## src/rtl/nand_grid_pkg.sv

```systemverilog
// nand_grid_pkg: definitions shared by the NAND grid pipeline.
//   mode_t     : operating mode. Functional, LFSR stress and static hold are
//                defined; the reserved encoding behaves like functional.
//   LFSR_TAPS  : tap mask for the stimulus LFSR (taps 16,14,13,11).
//   MISR_TAPS  : tap mask for the output signature register (same polynomial).
//   shift_fb() : one left shift of a 16-bit Fibonacci register, with the XOR
//                of the tapped bits fed in at bit 0.
package nand_grid_pkg;

    typedef enum logic [1:0] {
        MODE_FUNC   = 2'd0,
        MODE_STRESS = 2'd1,
        MODE_HOLD   = 2'd2,
        MODE_RSVD   = 2'd3
    } mode_t;

    // Taps 16,14,13,11 are bit positions 15,13,12,10.
    localparam logic [15:0] LFSR_TAPS = 16'hB400;
    localparam logic [15:0] MISR_TAPS = 16'hB400;

    function automatic logic [15:0] shift_fb(input logic [15:0] v,
                                             input logic [15:0] taps);
        return {v[14:0], ^(v & taps)};
    endfunction

endpackage

```

## src/rtl/nand_grid_comb.sv

```systemverilog
// nand_grid_comb: the two-layer NAND2 network, purely combinational.
//   x   [2*NPAIR-1:0] in  : primary inputs, feeding layer 1.
//   m   [NPAIR-1:0]   out : layer-1 results, m[i] = NAND(x[2i], x[2i+1]).
//   m_q [NPAIR-1:0]   in  : registered layer-1 results, feeding layer 2.
//   y   [NPAIR-1:0]   out : layer-2 results.
// The two layers are exposed separately so the parent can place a
// register stage between them.
module nand_grid_comb
    import nand_grid_pkg::*;
#(
    parameter int NPAIR = 4
) (
    input  logic [2*NPAIR-1:0] x,
    output logic [NPAIR-1:0]   m,
    input  logic [NPAIR-1:0]   m_q,
    output logic [NPAIR-1:0]   y
);

    localparam int HALF = NPAIR / 2;

    for (genvar i = 0; i < NPAIR; i++) begin : g_layer1
        assign m[i] = ~(x[2*i] & x[2*i+1]);
    end

    // Lower half combines adjacent pairs, upper half combines pairs that
    // are HALF apart, so every output mixes two distinct first-layer gates.
    for (genvar j = 0; j < HALF; j++) begin : g_layer2
        assign y[j]        = ~(m_q[2*j] & m_q[2*j+1]);
        assign y[HALF + j] = ~(m_q[j]   & m_q[j+HALF]);
    end

endmodule

```

## src/rtl/nand_grid_pipe.sv

```systemverilog
// nand_grid_pipe: two-stage pipelined NAND grid with LFSR stress source,
// static hold source, output MISR and saturating handshake counter.
//   clk        in  : sole clock, rising edge.
//   rst        in  : synchronous active-high reset.
//   mode [1:0] in  : 0 functional, 1 LFSR stress, 2 static hold, 3 as 0.
//   in_valid   in  : in_data valid (functional mode only).
//   in_ready   out : in_data accepted this cycle.
//   in_data    in  : primary inputs, 2*NPAIR bits.
//   out_valid  out : out_data valid.
//   out_ready  in  : consumer takes out_data.
//   out_data   out : primary outputs, NPAIR bits.
//   sig  [15:0] out: MISR signature of every accepted output.
//   cnt  [15:0] out: output handshake count, saturating at 16'hFFFF.
// Handshakes: a transfer happens on a rising edge where valid && ready are
// both high; the producer holds data stable while valid && !ready, and ready
// may depend combinationally on the far side's ready.
// NPAIR must be even in 2..16 and SEED must be nonzero.
module nand_grid_pipe
    import nand_grid_pkg::*;
#(
    parameter int          NPAIR = 4,
    parameter logic [15:0] SEED  = 16'hACE1
) (
    input  logic               clk,
    input  logic               rst,
    input  logic [1:0]         mode,
    input  logic               in_valid,
    output logic               in_ready,
    input  logic [2*NPAIR-1:0] in_data,
    output logic               out_valid,
    input  logic               out_ready,
    output logic [NPAIR-1:0]   out_data,
    output logic [15:0]        sig,
    output logic [15:0]        cnt
);

    localparam int XW = 2 * NPAIR;

    mode_t            md;
    logic             advance;
    logic             handshake;
    logic [XW-1:0]    x;
    logic             x_valid;
    logic [XW-1:0]    lfsr_x;
    logic [NPAIR-1:0] m;
    logic [NPAIR-1:0] y;
    logic [15:0]      out_ext;

    logic             s1_valid;
    logic [NPAIR-1:0] s1_m;
    logic [XW-1:0]    cap;
    logic [15:0]      lfsr;

    assign md = mode_t'(mode);

    // Both stages move together; a stalled output freezes the whole pipe,
    // so bubbles keep their slot instead of being squeezed out.
    assign advance   = !out_valid || out_ready;
    assign handshake = out_valid && out_ready;

    // LFSR drives the low inputs; wider grids see zeros above bit 15.
    if (XW > 16) begin : g_lfsr_wide
        assign lfsr_x = {{(XW-16){1'b0}}, lfsr};
    end else if (XW == 16) begin : g_lfsr_eq
        assign lfsr_x = lfsr;
    end else begin : g_lfsr_narrow
        assign lfsr_x = lfsr[XW-1:0];
    end

    // Input source selection.
    always_comb begin
        x       = in_data;
        x_valid = in_valid;
        unique case (md)
            MODE_STRESS: begin
                x       = lfsr_x;
                x_valid = 1'b1;
            end
            MODE_HOLD: begin
                x       = cap;
                x_valid = 1'b1;
            end
            default: begin
                x       = in_data;
                x_valid = in_valid;
            end
        endcase
    end

    assign in_ready = !rst && advance && (md == MODE_FUNC || md == MODE_RSVD);

    always_comb begin
        out_ext              = '0;
        out_ext[NPAIR-1:0]   = out_data;
    end

    nand_grid_comb #(
        .NPAIR (NPAIR)
    ) u_comb (
        .x   (x),
        .m   (m),
        .m_q (s1_m),
        .y   (y)
    );

    // Pipeline stages, input capture and LFSR.
    always_ff @(posedge clk) begin
        if (rst) begin
            s1_valid  <= 1'b0;
            s1_m      <= '0;
            out_valid <= 1'b0;
            out_data  <= '0;
            cap       <= '0;
            lfsr      <= SEED;
        end else if (advance) begin
            s1_valid  <= x_valid;
            s1_m      <= m;
            out_valid <= s1_valid;
            out_data  <= y;
            // Capture happens on every load so hold mode replays whatever
            // the grid saw last, whichever source that was.
            cap       <= x;
            if (md == MODE_STRESS) begin
                lfsr <= shift_fb(lfsr, LFSR_TAPS);
            end
        end
    end

    // Signature and handshake counter.
    always_ff @(posedge clk) begin
        if (rst) begin
            sig <= '0;
            cnt <= '0;
        end else if (handshake) begin
            sig <= shift_fb(sig, MISR_TAPS) ^ out_ext;
            if (cnt != 16'hFFFF) begin
                cnt <= cnt + 16'd1;
            end
        end
    end

endmodule

```

## config.mk

```make
export PLATFORM = sky130hd
export DESIGN_NAME = nand_grid_pipe
export DESIGN_NICKNAME = d
export VERILOG_FILES = /design/src/rtl/nand_grid_pkg.sv /design/src/rtl/nand_grid_comb.sv /design/src/rtl/nand_grid_pipe.sv
export SDC_FILE = /design/constraint.sdc
export NUM_CORES = 1
export LEC_CHECK = 0
export CORE_ASPECT_RATIO = 0.9
export CORE_MARGIN = 2
export CORE_UTILIZATION = 56
export DETAILED_ROUTE_END_ITERATION = 8
export GPL_ROUTABILITY_DRIVEN = 0
export PLACE_DENSITY = 0.81
export SYNTH_ARGS = -nofsm -noshare
export SYNTH_HDL_FRONTEND = slang
export SYNTH_SLANG_ARGS = --single-unit
```

## constraint.sdc

```tcl
create_clock -name clk -period 4.6 [get_ports clk]
set_input_delay 0.92 -clock clk [delete_from_list [all_inputs] [get_ports clk]]
set_output_delay 0.92 -clock clk [all_outputs]
set_load 0.02 [all_outputs]
```

==> metrics <==
root cell of the clock tree clkbuf_8; number of max-slew violations in the final report 0; path class of the lowest-slack min-delay path flip-flop to flip-flop; count of cells along the worst hold path 2; clk sinks 66; maximum fanout along the worst path 18; worst-case headroom to the max-slew limit 0.479; critical setup path kind input pin to primary output; layout cell share with drive strength beyond 1 0.0668; Synth Register Bits 66; Synth-to-Final Area Change 25.2%; I/O pin count 52; final core utilization 0.736; Area contributors post-synth dfxtp_1, nand2_1, a21oi_1; part of the cycle the worst path needs 0.828; setup slack at placement 813 ps; flop-to-flop setup slack 2790 ps; cells resized by post-CTS repair 0; proportion of synthesized chip area in sequential cells 0.459; clock buffer count from CTS 9; Worst-path clk slew 60 ps; quantity of I/O buffers inserted on ports 51; outcome finished, final reports clean; post-detailed-placement half-perimeter wirelength 4.24 mm; iteration-0 DRC count of the detailed router 154; drt first pass iters 5; post-synth net total 373; final setup violation count 0; number of global-route vias before repair 2355; capturing point of the worst reg2reg path cnt[14]$_SDFFE_PP0P_; routed wire length 6.29 mm; # Post-CTS Setup Buffers 0; Req. time, crit path 3680 ps; kind of end point of the critical path primary output; beginning of the critical path mode[0]; Critical R2R Launch cnt[2]$_SDFFE_PP0P_; arrival time of the worst setup path 2890 ps; mean area per synthesized cell 8.09 um2; all-layer global routing usage 0.234; maximum number of pins on one net before global-route repair 72; Final min period 3810 ps; number of maximum-capacitance violations 0; CTS tree built; hold buffers post-CTS 0; Post-synth EDFFs 0; DR WL/cell 13.4 um; CORE AREA 0.00489 mm2; number of fillers in the final layout 374; most frequent cell after synthesis nand2_1; total grt overflow 0; Worst IR Drop VDD 278 uV; Peak Freq 263 MHz; RSZ-0062 raised after global routing no; count of mapped cells out of synthesis 356; Yosys top cell by area dfxtp_1; Via Count 2577; clock latency of the later-clocked register in the worst-skew pair 340 ps; most frequent cells after synthesis nand2_1, dfxtp_1, a21oi_1; launch point of the worst hold path cap[1]$_SDFFE_PP0P_; kind of launch point of the worst setup path input pin; initial antenna violation count 0; setup ws final 791 ps; final hold vios 0; Synth Cell Area 0.00288 mm2; Die X 79.6 um; Least-Margin Pin Slew 780 ps; end point of the most critical hold path cap[1]$_SDFFE_PP0P_; count of warnings emitted by yosys 0; y dimension of the die 72.0 um; number of nets in the finished design 416; Detail Route Antenna Nets 0; CTS HTree Levels 3; first-pass GRT wire length 10.5 mm; final clock skew 7.35 ps; Leak 1.25 nW; maximum clock insertion buffer count 2; most frequently used flop master after synthesis dfxtp_1; setup TNS 0 ps; final routed DRC violation total 0; share of synthesized registers carrying an async set or reset 0; Synth cell types 38; total number of placement rows 24; routed vias/inst 5.49; diode count 0; share of the synthesized area in the top cell type 0.459; Initial Util 0.588; pwr/cell area 337 mW/mm2; floorplan die area 0.00573 mm2; Worst Reg-to-Reg Cells 4
## registers in the layout (all words and copies together) (netlist names)
name       count
s1_valid       1
cap            8
lfsr          16
out_data       4
out_valid      1
sig           16
cnt           16
s1_m           4
## cell families after synthesis
logic type                 share of synthesized area
AOI/OAI and AO/OA                              0.171
xor gates and xnor gates                      0.0322
adders and majority gates                     0.0130
buffers and inverters                         0.0352
DFF                                            0.459
muxes                                         0.0196
and+or+nand+nor                                0.270
## critical path, stage by stage
cell	delay (ps)
clkdlybuf4s50_1	480
inv_1	50
ha_1	550
nor3b_1	250
clkdlybuf4s50_1	630
## worst max-delay path by stage
stage / end / slack, ps / depth (start not counted)
3_5_place_dp: in_ready / 810 / 5
3_3_place_gp: in_ready / 840 / 5
4_1_cts: in_ready / 830 / 5
5_1_grt: in_ready / 690 / 5
6_report: in_ready / 790 / 5
2_1_floorplan: in_ready / 1450 / 5
## stage by stage
stage                     hold WS, ps  area [um2]  power [mW]  std cells
after floorplan                   432        2880       0.704        356
after global placement            438        3410       0.743        453
after detailed placement          446        3410       0.748        453
after CTS                         456        3600        1.23        469
after global routing              474        3600        1.27        469
final                             456        3600        1.22        469
## cell type report
class	instances	area, um2	share of cell area
multi-input cells	264	1460	0.404
well taps	65	81.3	0.0226
clock buffers	14	163	0.0451
clock inverters	2	35.0	0.00972
inverters	3	11.3	0.00312
repair buffers	55	536	0.149
flip-flops and latches	66	1320	0.367
## cell usage in the layout, fill, tap and decap left out, types with 5 or more instances in the layout
cell type / synthesis / layout
nand2_1: 91 / 91
dfxtp_1: 66 / 66
clkdlybuf4s50_1: 0 / 50
a21oi_1: 39 / 39
nor2_1: 23 / 23
o21ai_0: 12 / 12
clkbuf_8: 0 / 11
a311oi_1: 8 / 8
a22oi_1: 8 / 8
nor3_1: 7 / 7
nand3b_1: 7 / 7
xnor2_1: 7 / 7
nor2b_1: 5 / 5
nand4_1: 5 / 5
nor4_1: 5 / 5
mux2_2: 5 / 5
a211oi_1: 5 / 5
## per-layer routing
layer / vias up / wire length, um / part of all wire / track usage
met2: 74 / 2870 / 0.46 / 0.377
li1: 1329 / - / - / -
met4: 0 / 96 / 0.015 / 0.0785
met1: 1167 / 2940 / 0.47 / 0.299
met3: 7 / 376 / 0.060 / 0.0759
met5: - / 0 / 0 / 0
## report_power, final
| group | leakage (nW) | switching (mW) | total, mW | internal, mW |
|---|---|---|---|---|
| clock network | 0.101 | 0.200 | 0.480 | 0.280 |
| logic | 0.614 | 0.0668 | 0.120 | 0.0534 |
| registers | 0.540 | 0.0191 | 0.615 | 0.596 |
| total | 1.25 | 0.286 | 1.22 | 0.929 |
Power figures use the tool's default switching activity.
